File: src/rtl/uart_tx_arbiter_if.sv
// uart_tx_arbiter_if: groups the requester-side and uart_tx-side signals of
// the UART transmit arbiter.
//
// Signals:
//   i_reqValid  [N]    per-requester byte valid (bit n = requester n)
//   i_reqData   [N*W]  packed bytes, requester n at [n*W +: W]
//   i_reqLast   [N]    byte closes its frame
//   o_reqReady  [N]    one-cycle accept pulse to requester n
//   i_txReady          uart_tx ready
//   o_txValid          one-cycle start pulse to uart_tx
//   o_txData    [W]    byte to uart_tx, held until the next accept
//   o_grant     [N]    one-hot current owner, 0 when nobody owns the UART
//   o_busy             arbiter is not idle
//   o_timeout          one-cycle pulse when a grant is revoked by timeout
//   dbg_state   [2]    arbiter FSM state (0 idle, 1 issue, 2 wait_busy, 3 wait_done)
//
// Handshake: a requester raises i_reqValid[n] with i_reqData/i_reqLast and
// holds all three stable until it sees o_reqReady[n]; it may present the next
// byte from the following cycle. o_txValid is a start pulse; uart_tx drops
// i_txReady at least one cycle after sampling it and raises it when done.
interface uart_tx_arbiter_if #(
    parameter int NUM_REQUESTERS = 2,
    parameter int UART_DATA_SIZE = 8
);
    logic [NUM_REQUESTERS-1:0]                i_reqValid;
    logic [NUM_REQUESTERS*UART_DATA_SIZE-1:0] i_reqData;
    logic [NUM_REQUESTERS-1:0]                i_reqLast;
    logic [NUM_REQUESTERS-1:0]                o_reqReady;
    logic                                     i_txReady;
    logic                                     o_txValid;
    logic [UART_DATA_SIZE-1:0]                o_txData;
    logic [NUM_REQUESTERS-1:0]                o_grant;
    logic                                     o_busy;
    logic                                     o_timeout;
    logic [1:0]                               dbg_state;

    // Arbiter side.
    modport slave (
        input  i_reqValid, i_reqData, i_reqLast, i_txReady,
        output o_reqReady, o_txValid, o_txData, o_grant, o_busy, o_timeout,
               dbg_state
    );

    // Requester / uart_tx side.
    modport master (
        output i_reqValid, i_reqData, i_reqLast, i_txReady,
        input  o_reqReady, o_txValid, o_txData, o_grant, o_busy, o_timeout,
               dbg_state
    );
endinterface

File: src/rtl/uart_tx_arbiter.sv
// uart_tx_arbiter: shares one uart_tx serializer between several byte-stream
// requesters. Ownership is granted round-robin per frame; the owner keeps the
// UART until it sends a byte flagged last, or until it leaves valid low for
// FRAME_TIMEOUT consecutive cycles while the arbiter waits for its next byte.
//
// Ports:
//   i_clock   system clock
//   i_nReset  synchronous, active-low reset
//   bus       uart_tx_arbiter_if.slave (requester and uart_tx signals)
//
// All outputs are registered.
module uart_tx_arbiter #(
    parameter int NUM_REQUESTERS = 2,
    parameter int UART_DATA_SIZE = 8,
    parameter int FRAME_TIMEOUT  = 1_000_000
) (
    input  logic                   i_clock,
    input  logic                   i_nReset,
    uart_tx_arbiter_if.slave       bus
);
    localparam int GW = (NUM_REQUESTERS > 1) ? $clog2(NUM_REQUESTERS) : 1;
    localparam int CW = $clog2(FRAME_TIMEOUT + 1);
    localparam logic [CW-1:0] CNT_LAST = CW'(FRAME_TIMEOUT - 1);
    localparam logic [CW-1:0] CNT_MAX  = CW'(FRAME_TIMEOUT);

    typedef enum logic [1:0] {
        ST_IDLE      = 2'd0,
        ST_ISSUE     = 2'd1,
        ST_WAIT_BUSY = 2'd2,
        ST_WAIT_DONE = 2'd3
    } state_t;

    state_t                      state_q, state_d;
    logic [GW-1:0]               owner_q, owner_d;
    logic [GW-1:0]               last_grant_q, last_grant_d;
    logic                        last_flag_q, last_flag_d;
    logic [CW-1:0]               cnt_q, cnt_d;
    logic                        tx_valid_q, tx_valid_d;
    logic [UART_DATA_SIZE-1:0]   tx_data_q, tx_data_d;
    logic [NUM_REQUESTERS-1:0]   req_ready_q, req_ready_d;
    logic [NUM_REQUESTERS-1:0]   grant_q, grant_d;
    logic                        busy_q, busy_d;
    logic                        timeout_q, timeout_d;
    logic [GW-1:0]               pick;

    // First requester with valid set, scanning last+1, last+2, ... modulo N.
    // The loop runs from the farthest candidate down so the nearest one wins.
    function automatic logic [GW-1:0] rr_pick(
        input logic [NUM_REQUESTERS-1:0] valid,
        input logic [GW-1:0]             last
    );
        logic [GW-1:0] sel;
        int            idx;
        sel = last;
        for (int k = NUM_REQUESTERS; k >= 1; k--) begin
            idx = int'(last) + k;
            if (idx >= NUM_REQUESTERS) begin
                idx = idx - NUM_REQUESTERS;
            end
            if (valid[idx]) begin
                sel = GW'(idx);
            end
        end
        return sel;
    endfunction

    always_comb begin
        state_d      = state_q;
        owner_d      = owner_q;
        last_grant_d = last_grant_q;
        last_flag_d  = last_flag_q;
        cnt_d        = cnt_q;
        tx_valid_d   = 1'b0;
        tx_data_d    = tx_data_q;
        req_ready_d  = '0;
        grant_d      = grant_q;
        timeout_d    = 1'b0;
        pick         = rr_pick(bus.i_reqValid, last_grant_q);

        case (state_q)
            ST_IDLE: begin
                if (|bus.i_reqValid) begin
                    owner_d       = pick;
                    grant_d       = '0;
                    grant_d[pick] = 1'b1;
                    cnt_d         = '0;
                    state_d       = ST_ISSUE;
                end
            end
            ST_ISSUE: begin
                if (bus.i_txReady && bus.i_reqValid[owner_q]) begin
                    tx_valid_d           = 1'b1;
                    tx_data_d            = bus.i_reqData[owner_q*UART_DATA_SIZE +: UART_DATA_SIZE];
                    req_ready_d[owner_q] = 1'b1;
                    last_flag_d          = bus.i_reqLast[owner_q];
                    cnt_d                = '0;
                    state_d              = ST_WAIT_BUSY;
                end else if (!bus.i_reqValid[owner_q]) begin
                    // cnt_q holds the number of earlier consecutive low
                    // cycles, so this is the FRAME_TIMEOUT-th one.
                    if (cnt_q >= CNT_LAST) begin
                        timeout_d    = 1'b1;
                        grant_d      = '0;
                        last_grant_d = owner_q;
                        cnt_d        = CNT_MAX;
                        state_d      = ST_IDLE;
                    end else begin
                        cnt_d = cnt_q + CW'(1);
                    end
                end else begin
                    // Owner is presenting a byte but uart_tx is not ready:
                    // the owner is not stalling, so the run restarts.
                    cnt_d = '0;
                end
            end
            ST_WAIT_BUSY: begin
                if (!bus.i_txReady) begin
                    state_d = ST_WAIT_DONE;
                end
            end
            ST_WAIT_DONE: begin
                if (bus.i_txReady) begin
                    if (last_flag_q) begin
                        last_grant_d = owner_q;
                        grant_d      = '0;
                        state_d      = ST_IDLE;
                    end else begin
                        cnt_d   = '0;
                        state_d = ST_ISSUE;
                    end
                end
            end
            default: begin
                state_d = ST_IDLE;
                grant_d = '0;
            end
        endcase

        busy_d = (state_d != ST_IDLE);
    end

    always_ff @(posedge i_clock) begin
        if (!i_nReset) begin
            state_q      <= ST_IDLE;
            owner_q      <= '0;
            last_grant_q <= GW'(NUM_REQUESTERS - 1);
            last_flag_q  <= 1'b0;
            cnt_q        <= '0;
            tx_valid_q   <= 1'b0;
            tx_data_q    <= '0;
            req_ready_q  <= '0;
            grant_q      <= '0;
            busy_q       <= 1'b0;
            timeout_q    <= 1'b0;
        end else begin
            state_q      <= state_d;
            owner_q      <= owner_d;
            last_grant_q <= last_grant_d;
            last_flag_q  <= last_flag_d;
            cnt_q        <= cnt_d;
            tx_valid_q   <= tx_valid_d;
            tx_data_q    <= tx_data_d;
            req_ready_q  <= req_ready_d;
            grant_q      <= grant_d;
            busy_q       <= busy_d;
            timeout_q    <= timeout_d;
        end
    end

    assign bus.o_txValid  = tx_valid_q;
    assign bus.o_txData   = tx_data_q;
    assign bus.o_reqReady = req_ready_q;
    assign bus.o_grant    = grant_q;
    assign bus.o_busy     = busy_q;
    assign bus.o_timeout  = timeout_q;
    assign bus.dbg_state  = state_q;
endmodule

File: src/flat_wrapper.sv
// flat-port wrapper written by rule: the top's interface ports become plain ports
module uart_tx_arbiter_flat 
#(
    parameter int NUM_REQUESTERS = 2,
    parameter int UART_DATA_SIZE = 8,
    parameter int FRAME_TIMEOUT  = 1_000_000
)
  (i_clock, i_nReset, bus_i_reqValid, bus_i_reqData, bus_i_reqLast, bus_i_txReady, bus_o_reqReady, bus_o_txValid, bus_o_txData, bus_o_grant, bus_o_busy, bus_o_timeout, bus_dbg_state);
  uart_tx_arbiter_if #(.NUM_REQUESTERS(NUM_REQUESTERS), .UART_DATA_SIZE(UART_DATA_SIZE)) bus_i ();
  input  logic i_clock;
  input  logic i_nReset;
  input wire logic [$bits(bus_i.i_reqValid)-1:0] bus_i_reqValid;
  input wire logic [$bits(bus_i.i_reqData)-1:0] bus_i_reqData;
  input wire logic [$bits(bus_i.i_reqLast)-1:0] bus_i_reqLast;
  input wire logic [$bits(bus_i.i_txReady)-1:0] bus_i_txReady;
  output wire logic [$bits(bus_i.o_reqReady)-1:0] bus_o_reqReady;
  output wire logic [$bits(bus_i.o_txValid)-1:0] bus_o_txValid;
  output wire logic [$bits(bus_i.o_txData)-1:0] bus_o_txData;
  output wire logic [$bits(bus_i.o_grant)-1:0] bus_o_grant;
  output wire logic [$bits(bus_i.o_busy)-1:0] bus_o_busy;
  output wire logic [$bits(bus_i.o_timeout)-1:0] bus_o_timeout;
  output wire logic [$bits(bus_i.dbg_state)-1:0] bus_dbg_state;
  assign bus_i.i_reqValid = bus_i_reqValid;
  assign bus_i.i_reqData = bus_i_reqData;
  assign bus_i.i_reqLast = bus_i_reqLast;
  assign bus_i.i_txReady = bus_i_txReady;
  assign bus_o_reqReady = bus_i.o_reqReady;
  assign bus_o_txValid = bus_i.o_txValid;
  assign bus_o_txData = bus_i.o_txData;
  assign bus_o_grant = bus_i.o_grant;
  assign bus_o_busy = bus_i.o_busy;
  assign bus_o_timeout = bus_i.o_timeout;
  assign bus_dbg_state = bus_i.dbg_state;
  uart_tx_arbiter #(.NUM_REQUESTERS(NUM_REQUESTERS), .UART_DATA_SIZE(UART_DATA_SIZE), .FRAME_TIMEOUT(FRAME_TIMEOUT)) u_core (.i_clock(i_clock), .i_nReset(i_nReset), .bus(bus_i));
endmodule
File: config.mk
export PLATFORM = sky130hd
export DESIGN_NAME = uart_tx_arbiter_flat
export DESIGN_NICKNAME = d
export VERILOG_FILES = /design/src/rtl/uart_tx_arbiter_if.sv /design/src/rtl/uart_tx_arbiter.sv /design/src/flat_wrapper.sv
export SDC_FILE = /design/constraint.sdc
export NUM_CORES = 1
export LEC_CHECK = 0
export CAP_MARGIN = 20
export CORE_MARGIN = 10
export CORE_UTILIZATION = 55
export DETAILED_ROUTE_END_ITERATION = 16
export PLACE_DENSITY = 0.9
export SYNTH_ARGS = -nofsm -noshare
export SYNTH_HDL_FRONTEND = slang
export SYNTH_SLANG_ARGS = --single-unit
File: constraint.sdc
create_clock -name i_clock -period 5 [get_ports i_clock]
set_input_delay 1.5 -clock i_clock [delete_from_list [all_inputs] [get_ports i_clock]]
set_output_delay 1.5 -clock i_clock [all_outputs]
set_load 0.05 [all_outputs]
==> summary.md <==
| Metric | Value |
|---|---|
| Net Sw Frac | between 30% and 40% |
| DRT antenna net count | 0 |
| Gpl congestion | 0.780 |
| Worst setup path category | reg -> out |
| Nature of the critical path endpoint | output port |
| Drt first pass iters | 5 |
| Combinational power share | between 20% and 30% |
| Final Cycle Share | between 60% and 70% |
| Mapped Area | around 0.0020 mm2 |
| Die X-Extent | between 80 and 90 um |
| Fmax | ~310 MHz |
| Total track usage | 15.5% |
| Top Ports | 40 |
| Mapped Cells | roughly 230 |
| Switching power total | between 0.0002 and 0.00025 W |
| Clk_skew | roughly 0.011 ns |
| Synth Flop Type | dfxtp_1 |
| Starting Density | about three fifths |
| Commonest non-fill, non-tap cells in the layout | dfxtp_1, clkdlybuf4s50_1, nand2_1, nor2_1, nand3_1 |
| Crit-path leading delay family | buffers and inverters |
| CTS max path bufs | 2 |
| Clock root cell | clkbuf_8 |
| Hpwl dp | 3550 um |
| Register bit count reported by yosys | 40 |
| TritonCTS clock tree | done |
| Port Buffer Count | 39 |
| WL final | between 4000 and 5000 um |
| CP required | between 3 and 4 ns |
| Num CTS Buffers | 5 |
| Most common cell after layout, fill and taps aside | dfxtp_1 |
| Seq pwr share | 48.7% |
| Area of the multi-input gates | ~0.0011 mm2 |
| Pin slew with the least headroom to its limit | between 0.7 and 0.8 ns |
| DR vias | roughly 1900 |
| Drt wl/cell | between 15 and 20 um |
| Clk pwr share | between 30% and 40% |
| Fillers | between 200 and 300 |
| Pwr dens | 284 mW/mm2 |
| Layout cells sized above 1 | 6.72% |
| Unrepaired setup endpoints after global routing | no |
| H-tree depth | 2 |
| Leading area contributor after synthesis | dfxtp_1 |
| Initial drt markers | approximately 120 |
| Share of the synthesized area in the top cell type | roughly two fifths |
| Max-cap violations | 0 |
| Total clock sinks | 40 |
| Via density | just under 6 |
| Setup violations, final | 0 |
| Minimum clock period | approximately 3.3 ns |
| Leakage | around 0.84 nW |
| Post-layout nets | between 200 and 300 |
| Fin util | 72.4% |
| Number of synthesized flops with an enable pin | 0 |
| Post-synthesis sequential area ratio | a little under 40% |
| Hold WS | about 0.48 ns |
| CORE AREA | about 0.0034 mm2 |
| Internal power | roughly 0.00049 W |
| Worst skew pair latency | ~0.30 ns |
| Global route overflow | 0 |
| Area Overhead vs Synth | 23.3% |
| Crit path max fanout | 11 |
| Final Max Slew Viols | 0 |
| Worst slew margin | just under 50% |
| Yosys cell types | 45 |
| DR DRC count | 0 |
| Run status | finished clean |
| Ys Warns | 0 |
| Number of diodes | 0 |
| Top cells by area, synth | dfxtp_1, mux2i_1, nand3_1 |
| First-pass GRT wire length | between 8000 and 9000 um |
| Row count | 21 |
| Antenna violations before repair | 0 |
| Async SR Flop Fraction | 0% |
| CP max stage delay | 0.91 ns |
| Crit start category | register |
| Hold Vio Cnt, Final | 0 |
| Die H | between 80 and 90 um |
| Hold buffer count at cts | 0 |
| Clk pin slew, worst setup/hold paths | about 0.090 ns |
| Mean Syn Cell Area | between 8 and 9 um2 |
| WP buf/inv | 1 |
| Sequential Area | approximately 800 um2 |
| Number of global-route vias before repair | approximately 1800 |
| Worst vdd ir | 0.175 mV |
| Total die area | 0.00650 mm2 |
| Post-CTS sizing | 0 |
| Syn nets | between 200 and 300 |
| Pin count of the biggest net entering global routing | 29 |
| Post-CTS Setup Bufs | 0 |
| Worst hold path class | reg -> reg |
| Cells along the critical path | clkdlybuf4s50_1 |
| CP Data Arrival Time | roughly 1.8 ns |
| Slowest CP cell | clkdlybuf4s50_1 |
| Setup TNS | 0 ns |
[synth_stat cells, drive strengths merged (2+ instances only)]
cell and instances:
a211oi 10, or4 2, inv 9, and3 4, dfxtp 40, o211ai 2
nor2 20, nand2 20, clkbuf 8, and2 5, o21ai 12, mux2i 17
nor4 3, o22ai 4, o2bb2ai 4, a21oi 8, nand3 17, nand3b 2
buf 7, nand4 5, nor3 6, a31oi 11, and4 2
[power by group through the flow]
stage / logic, W / registers [W] / clock network [W]
after detailed placement: 0.000143 / 0.000352 / 0
after global routing: 0.000156 / 0.000347 / 0.000235
after global placement: 0.000140 / 0.000352 / 0
after CTS: 0.000144 / 0.000345 / 0.000221
after floorplan: 0.0000682 / 0.000378 / 0
final: 0.000143 / 0.000345 / 0.000220
[path summary, 6_finish.rpt]
check,startpoint,cells past startpoint,to,slack [ns]
worst max-delay path,u_core.bus.dbg_state[1]$_SDFF_PN0_,1,bus_dbg_state[1],1.72
worst max register to register,u_core.owner_q$_SDFFE_PN0P_,4,u_core.cnt_q[9]$_SDFFE_PN0P_,2.74
worst min register to register,u_core.cnt_q[19]$_SDFFE_PN0P_,2,u_core.cnt_q[19]$_SDFFE_PN0P_,0.48
worst min-delay path,u_core.cnt_q[19]$_SDFFE_PN0P_,2,u_core.cnt_q[19]$_SDFFE_PN0P_,0.48
[stage by stage]
step                instances  power, W  setup slack (ns)  cell area (um2)
floorplan                 233  0.000446              2.38             2020
global placement          305  0.000492              1.55             2390
detailed placement        305  0.000495              1.47             2390
CTS                       313  0.000710              1.74             2480
global route              314  0.000737              1.62             2490
finish                    314  0.000708              1.72             2490
[sequential cells by signal (all words and copies together), names as in the netlist]
name                   cells
u_core.cnt_q              20
u_core.owner_q             1
u_core.bus.o_busy          1
u_core.bus.o_grant         2
u_core.bus.o_txData        8
u_core.last_grant_q        1
u_core.bus.dbg_state       2
u_core.last_flag_q         1
u_core.bus.o_reqReady      2
u_core.bus.o_timeout       1
u_core.bus.o_txValid       1
[cells by family after synthesis]
logic type,after synthesis,synth area share [%]
and+or+nand+nor,91,24.4
AOI/OAI and AO/OA,59,19.6
DFF,40,39.6
buffers and inverters,24,6.25
muxes,17,9.04
xor gates and xnor gates,1,0.434
adders and majority gates,1,0.619
[per-layer routing]
| layer | global-route usage (%) | wire [um] |
|---|---|---|
| met5 | 0 | 0 |
| met4 | 5.99 | 63 |
| met2 | 24.4 | 2300 |
| met3 | 6.24 | 414 |
| met1 | 18.2 | 1990 |
[cell type report]
class	count	share of cell area, %
clock inverters	3	0.954
flip-flops and latches	40	32.1
multi-input cells	169	43.9
inverters	9	1.36
well taps	46	2.31
clock buffers	5	2.76
repair buffers	42	16.6
Note: power is estimated with default switching activity, not from simulation.
